--- src/rtl/ondra_printer_port_rx_pkg.sv ---
// Shared constants, FSM state encoding and helpers for the Ondra printer port receiver.
package ondra_printer_port_rx_pkg;

    localparam int unsigned DATA_W       = 8;
    localparam int unsigned FIFO_AW_DEF  = 4;
    localparam int unsigned BUSY_MIN_DEF = 16;
    localparam int unsigned ACK_LEN_DEF  = 8;

    typedef enum logic [1:0] {
        ST_IDLE = 2'd0,
        ST_CAPT = 2'd1,
        ST_HOLD = 2'd2,
        ST_ACK  = 2'd3
    } prn_state_t;

    // Saturating 8-bit add of a small increment (0..3).
    function automatic logic [7:0] sat_add8(input logic [7:0] a, input logic [1:0] b);
        logic [8:0] s;
        s = 9'(a) + 9'(b);
        return s[8] ? 8'hFF : s[7:0];
    endfunction

endpackage

--- src/rtl/ondra_byte_fifo.sv ---
// Synchronous first-word-fall-through FIFO with occupancy counter.
// A push into a full FIFO is accepted only when a pop happens in the same cycle.
module ondra_byte_fifo #(
    parameter int unsigned AW = 4,
    parameter int unsigned DW = 8
) (
    input  logic          clk_sys,
    input  logic          reset,
    input  logic          push,
    input  logic [DW-1:0] push_data,
    input  logic          pop,
    output logic          full,
    output logic          empty,
    output logic [DW-1:0] head,
    output logic [AW:0]   level
);

    localparam int unsigned DEPTH = 2 ** AW;

    logic [DW-1:0] mem [DEPTH];
    logic [AW-1:0] wr_ptr;
    logic [AW-1:0] rd_ptr;
    logic          push_ok;
    logic          pop_ok;

    assign full    = (level == (AW + 1)'(DEPTH));
    assign empty   = (level == '0);
    assign pop_ok  = pop && !empty;
    assign push_ok = push && (!full || pop_ok);
    assign head    = mem[rd_ptr];

    // Storage array; contents need no reset.
    always_ff @(posedge clk_sys) begin
        if (push_ok) begin
            mem[wr_ptr] <= push_data;
        end
    end

    // Pointers wrap naturally; level is tracked separately so full/empty are unambiguous.
    always_ff @(posedge clk_sys) begin
        if (reset) begin
            wr_ptr <= '0;
            rd_ptr <= '0;
            level  <= '0;
        end else begin
            if (push_ok) wr_ptr <= wr_ptr + AW'(1);
            if (pop_ok)  rd_ptr <= rd_ptr + AW'(1);
            unique case ({push_ok, pop_ok})
                2'b10:   level <= level + (AW + 1)'(1);
                2'b01:   level <= level - (AW + 1)'(1);
                default: level <= level;
            endcase
        end
    end

endmodule

--- src/rtl/ondra_printer_port_rx.sv ---
// Printer-side responder for the Ondra Centronics-style port: synchronises NON_STB,
// captures a byte on each falling edge, holds BUSY, pulses ACK_n and queues bytes.
// Optional build macro ONDRA_PRN_DROP_STATS_EN adds drop_cnt/overflow outputs.
module ondra_printer_port_rx
    import ondra_printer_port_rx_pkg::*;
#(
    parameter int unsigned FIFO_AW  = FIFO_AW_DEF,
    parameter int unsigned BUSY_MIN = BUSY_MIN_DEF,
    parameter int unsigned ACK_LEN  = ACK_LEN_DEF
) (
    input  logic              clk_sys,
    input  logic              reset,
    input  logic [DATA_W-1:0] prn_data,
    input  logic              NON_STB,
    output logic              BUSY,
    output logic              ACK_n,
    output logic [DATA_W-1:0] out_data,
    output logic              out_valid,
    input  logic              out_ready,
    output logic [FIFO_AW:0]  fifo_level
`ifdef ONDRA_PRN_DROP_STATS_EN
    ,
    output logic [7:0]        drop_cnt,
    output logic              overflow
`endif
);

    localparam int unsigned BCW = $clog2(BUSY_MIN + 1);
    localparam int unsigned ACW = $clog2(ACK_LEN + 1);

    prn_state_t     state;
    logic           stb_s1;
    logic           stb_s2;
    logic           stb_d;
    logic           fall_c;
    logic [BCW-1:0] busy_cnt;
    logic [ACW-1:0] ack_cnt;
    logic           fifo_full;
    logic           fifo_empty;

    assign fall_c    = stb_d && !stb_s2;
    assign out_valid = !fifo_empty;

    // Two-flop synchroniser plus edge register for the asynchronous strobe.
    always_ff @(posedge clk_sys) begin
        if (reset) begin
            stb_s1 <= 1'b1;
            stb_s2 <= 1'b1;
            stb_d  <= 1'b1;
        end else begin
            stb_s1 <= NON_STB;
            stb_s2 <= stb_s1;
            stb_d  <= stb_s2;
        end
    end

    // Handshake FSM with registered BUSY/ACK_n; edges seen outside IDLE are ignored.
    always_ff @(posedge clk_sys) begin
        if (reset) begin
            state    <= ST_IDLE;
            BUSY     <= 1'b0;
            ACK_n    <= 1'b1;
            busy_cnt <= '0;
            ack_cnt  <= '0;
        end else begin
            unique case (state)
                ST_IDLE: begin
                    BUSY  <= 1'b0;
                    ACK_n <= 1'b1;
                    if (fall_c) begin
                        state <= ST_CAPT;
                        BUSY  <= 1'b1;
                    end
                end
                ST_CAPT: begin
                    busy_cnt <= BCW'(BUSY_MIN - 1);
                    state    <= ST_HOLD;
                end
                ST_HOLD: begin
                    if (busy_cnt != '0) begin
                        busy_cnt <= busy_cnt - BCW'(1);
                    end else if (!fifo_full) begin
                        state   <= ST_ACK;
                        ACK_n   <= 1'b0;
                        ack_cnt <= ACW'(ACK_LEN - 1);
                    end
                end
                ST_ACK: begin
                    if (ack_cnt == '0) begin
                        state <= ST_IDLE;
                        BUSY  <= 1'b0;
                        ACK_n <= 1'b1;
                    end else begin
                        ack_cnt <= ack_cnt - ACW'(1);
                    end
                end
                default: begin
                    state <= ST_IDLE;
                    BUSY  <= 1'b0;
                    ACK_n <= 1'b1;
                end
            endcase
        end
    end

    ondra_byte_fifo #(
        .AW (FIFO_AW),
        .DW (DATA_W)
    ) u_fifo (
        .clk_sys   (clk_sys),
        .reset     (reset),
        .push      (state == ST_CAPT),
        .push_data (prn_data),
        .pop       (out_ready),
        .full      (fifo_full),
        .empty     (fifo_empty),
        .head      (out_data),
        .level     (fifo_level)
    );

`ifdef ONDRA_PRN_DROP_STATS_EN
    logic       capt_drop;
    logic       edge_ign;
    logic [1:0] drop_inc;

    assign capt_drop = (state == ST_CAPT) && fifo_full && !(out_ready && !fifo_empty);
    assign edge_ign  = fall_c && (state != ST_IDLE);
    assign drop_inc  = 2'({1'b0, capt_drop}) + 2'({1'b0, edge_ign});

    // Saturating drop counter and sticky overflow flag, cleared only by reset.
    always_ff @(posedge clk_sys) begin
        if (reset) begin
            drop_cnt <= '0;
            overflow <= 1'b0;
        end else if (drop_inc != 2'd0) begin
            drop_cnt <= sat_add8(drop_cnt, drop_inc);
            overflow <= 1'b1;
        end
    end
`endif

endmodule
--- config.mk ---
export PLATFORM = sky130hd
export DESIGN_NAME = ondra_printer_port_rx
export DESIGN_NICKNAME = d
export VERILOG_FILES = /design/src/rtl/ondra_printer_port_rx_pkg.sv /design/src/rtl/ondra_byte_fifo.sv /design/src/rtl/ondra_printer_port_rx.sv
export SDC_FILE = /design/constraint.sdc
export NUM_CORES = 1
export LEC_CHECK = 0
export BUFFER_PORTS_ARGS = -buffer_cell sky130_fd_sc_hd__buf_2
export CAP_MARGIN = 20
export CORE_MARGIN = 8
export CORE_UTILIZATION = 30
export DETAILED_ROUTE_END_ITERATION = 8
export GPL_ROUTABILITY_DRIVEN = 0
export GPL_TIMING_DRIVEN = 0
export REMOVE_ABC_BUFFERS = 1
export SYNTH_ARGS = -nofsm -noshare
export SYNTH_HDL_FRONTEND = slang
export SYNTH_SLANG_ARGS = --single-unit
--- constraint.sdc ---
create_clock -name clk_sys -period 3.65 [get_ports clk_sys]
set_input_delay 0.73 -clock clk_sys [delete_from_list [all_inputs] [get_ports clk_sys]]
set_output_delay 0.73 -clock clk_sys [all_outputs]
set_load 0.005 [all_outputs]
==> metrics.yaml <==
outcome: "finished clean"
crit_family: "simple AND/OR/NAND/NOR gates"
path_max_fanout: 9
synthToLayoutAreaGrowth_pct: 15.0
io_buffers: 27
maxCapViolCount: 0
final_common_cell: "edfxtp_1"
seq_power_share_pct: 43.8
die_y_um: 165
hp-class: "reg -> reg"
p_int_mw: 3.78
grt-ovfl-total: 0
synth_cell_type_count: 54
crit_path_start: "u_fifo.level[3]$_SDFFE_PP0P_"
post_cts_resized: 0
initial_core_util_pct: 30.6
synth.avg_cell_area_um2: 16.0
async_reset_ff_share_pct: 0
dieWidth_um: 165
cts-root-buf: "clkbuf_16"
dr.first_iter.drc_count: 227
cts.sinks: 161
htreeDepth: 4
die_area_mm2: 0.0274
path_depth: 10
path_clk_slew_ns: 0.06
ant_nets: 0
crit_chain: "nor4_2 -> a21boi_1 -> inv_1 -> ha_1 -> xor2_1 -> ha_1 -> a21oi_1 -> a32oi_1 -> or4_1 -> o311ai_1"
holdBufCountCts: 0
skew_ns: 0.00861
drtPass1Iterations: 4
ir_worst_vdd_mv: 0.414
cp_num_buf_inv: 1
syn_area_mm2: 0.00670
grt.total_usage_pct: 10.3
rsz0062_at_grt: "false"
finalSetupViolCount: 0
ff2ff_setup_slack_ns: 0.46
worst_slack_ns: 0.459
final_hold_viol_count: 0
hold_end: "stb_s2$_SDFF_PP1_"
fill_cells: 2077
hold_depth: 1
startpoint_type: "register"
final_util_pct: 35.2
fmax_mhz: 313
hold_ws_ns: 0.422
wire_per_inst_um: 17.8
grt_max_degree: 36
cp.required_ns: 3.97
diodes: 0
synth.yosys.warnings: 0
worst_slew_pin_slew_ns: 0.957
synth-simple-area-share_pct: 7.65
post-cts-setup-buffers: 0
yosysSeqAreaShare_pct: 67.2
worstRegToRegCells: 10
slew_headroom_pct: 36.0
nNetsFinal: 476
mostFrequentLayoutCells: "edfxtp_1 (128), mux4_2 (32), dfxtp_1 (31), nor2_1 (31), buf_2 (27)"
reg2reg_to: "u_fifo.level[4]$_SDFFE_PP0P_"
rows: 54
switching_share_pct: 28.0
fin_area_mm2: 0.00771
synth_mux_area_share_pct: 11.8
netlist.area_leader.share_pct: 57.4
max_stage_delay_ns: 0.61
cts_tree: "yes"
place_area_mm2: 0.00714
period_share_pct: 87.4
synth_edf_count: 128
pin_count: 28
yosys.area_share.adder_pct: 2.99
p_per_area_mw_per_mm2: 680
synthXorXnorAreaFrac_pct: 1.18
drv_slew: 0
yosysTopAreaCell: "edfxtp_1"
worstHoldStart: "stb_s1$_SDFF_PP1_"
grt_pass1_wl_um: 20900
power.switching_mw: 1.47
dp.final_hpwl_um: 8450
synth.area.top_cells: "edfxtp_1 (57%), mux4_2 (11%), dfxtp_1 (9.9%)"
post-place-ws_ns: 0.339
fin_tns_setup_ns: 0
postSynthCellCount: 420
routed_via_density: 4.82
vias: 3556
antenna_found_initial: 0
cp-end-kind: "register"
worstSkewPairLatency_ns: 0.42
route.detailed.drc: 0
synth_compound_area_share_pct: 6.80
p_comb_share_pct: 23.1
clockBufferDepth: 2
dp.cells: 709
drive_gt1_share_pct: 22.3
fin_cells: 738
wirelength_um: 13100
crit_path_frequent_cell: "ha_1"
p_leak_nw: 2.52
crit_type: "reg -> reg"
period_needed_ns: 3.19
slowest_stage: "nor4_2"
crit_arrival_ns: 3.51
synth-seq-cells: 161
grt_pass1_vias: 3751
power.total_mw: 5.25
cts_buffers: 17
core_mm2: 0.0219
synth_top_family_by_area: "multiplexers"
p_clk_share_pct: 33.2
ys_dominant_reg_cell: "edfxtp_1"
r2r-start: "u_fifo.level[3]$_SDFFE_PP0P_"
## cell type report
| class | instances | area [µm²] | share of cell area (%) |
|---|---|---|---|
| clock buffers | 19 | 433 | 5.62 |
| clock inverters | 10 | 138 | 1.79 |
| inverters | 15 | 56.3 | 0.730 |
| multi-input cells | 221 | 2040 | 26.5 |
| flip-flops and latches | 161 | 4510 | 58.5 |
| well taps | 280 | 350 | 4.54 |
| repair buffers | 32 | 185 | 2.40 |
## worst max-delay path by stage
stage          slack (ns)                      endpoint
3_5_place_dp         0.34  u_fifo.level[4]$_SDFFE_PP0P_
5_1_grt              0.16  u_fifo.level[4]$_SDFFE_PP0P_
3_3_place_gp        -0.37                   out_data[6]
2_1_floorplan        0.57                   out_data[0]
6_report             0.46  u_fifo.level[4]$_SDFFE_PP0P_
4_1_cts              0.42                   out_data[6]
## power by group through the flow
stage | logic, mW | registers [mW] | clock network [mW]
6_report | 1.21 | 2.30 | 1.74
2_1_floorplan | 0.839 | 2.32 | 0
3_3_place_gp | 1.10 | 2.38 | 0
3_5_place_dp | 1.22 | 2.33 | 0
5_1_grt | 1.35 | 2.33 | 1.86
4_1_cts | 1.23 | 2.30 | 1.77
## cell families after synthesis
group / Yosys count
DFF: 161
and+or+nand+nor: 102
AOI/OAI and AO/OA: 55
muxes: 39
buffers and inverters: 38
adders and majority gates: 16
xor gates and xnor gates: 9
## layer usage
metal / vias to the layer above / GRT usage [%] / part of all wire, %
met5: - / 0 / 0
met4: 0 / 4.50 / 2.0
met3: 15 / 3.15 / 5.9
met2: 88 / 16.7 / 49
met1: 1773 / 12.5 / 43
li1: 1680 / - / -
## synth_stat cells, types with 2 or more instances
cell type and number:
xnor2_1 3, nor4_2 2, mux2_1 2, nor2_1 31
nand2_1 20, a2111oi_4 2, inv_1 14, edfxtp_1 128
nor2b_1 6, or3_1 2, o21a_1 3, buf_1 4
a21oi_1 8, a31oi_1 2, nand2b_1 9, a311oi_1 2
clkbuf_1 13, mux2i_1 5, nor3_1 11, buf_2 5
o311ai_1 2, or2_2 3, xor2_1 6, or4_1 3
a22oi_1 16, ha_1 16, and2_1 2, a211oi_1 4
mux4_2 32, nand3_1 6, dfxtp_1 33, a21o_1 2
o21ai_1 2
## registers in the layout (all words and copies together), names as in the netlist, named ones only
name / cells
state: 2
u_fifo.mem: 128
busy_cnt: 5
ack_cnt: 4
u_fifo.rd_ptr: 4
u_fifo.level: 5
stb_s1: 1
stb_s2: 1
ACK_n: 1
stb_d: 1
u_fifo.wr_ptr: 4
BUSY: 1
No activity file was read; power rests on OpenSTA's default activity.
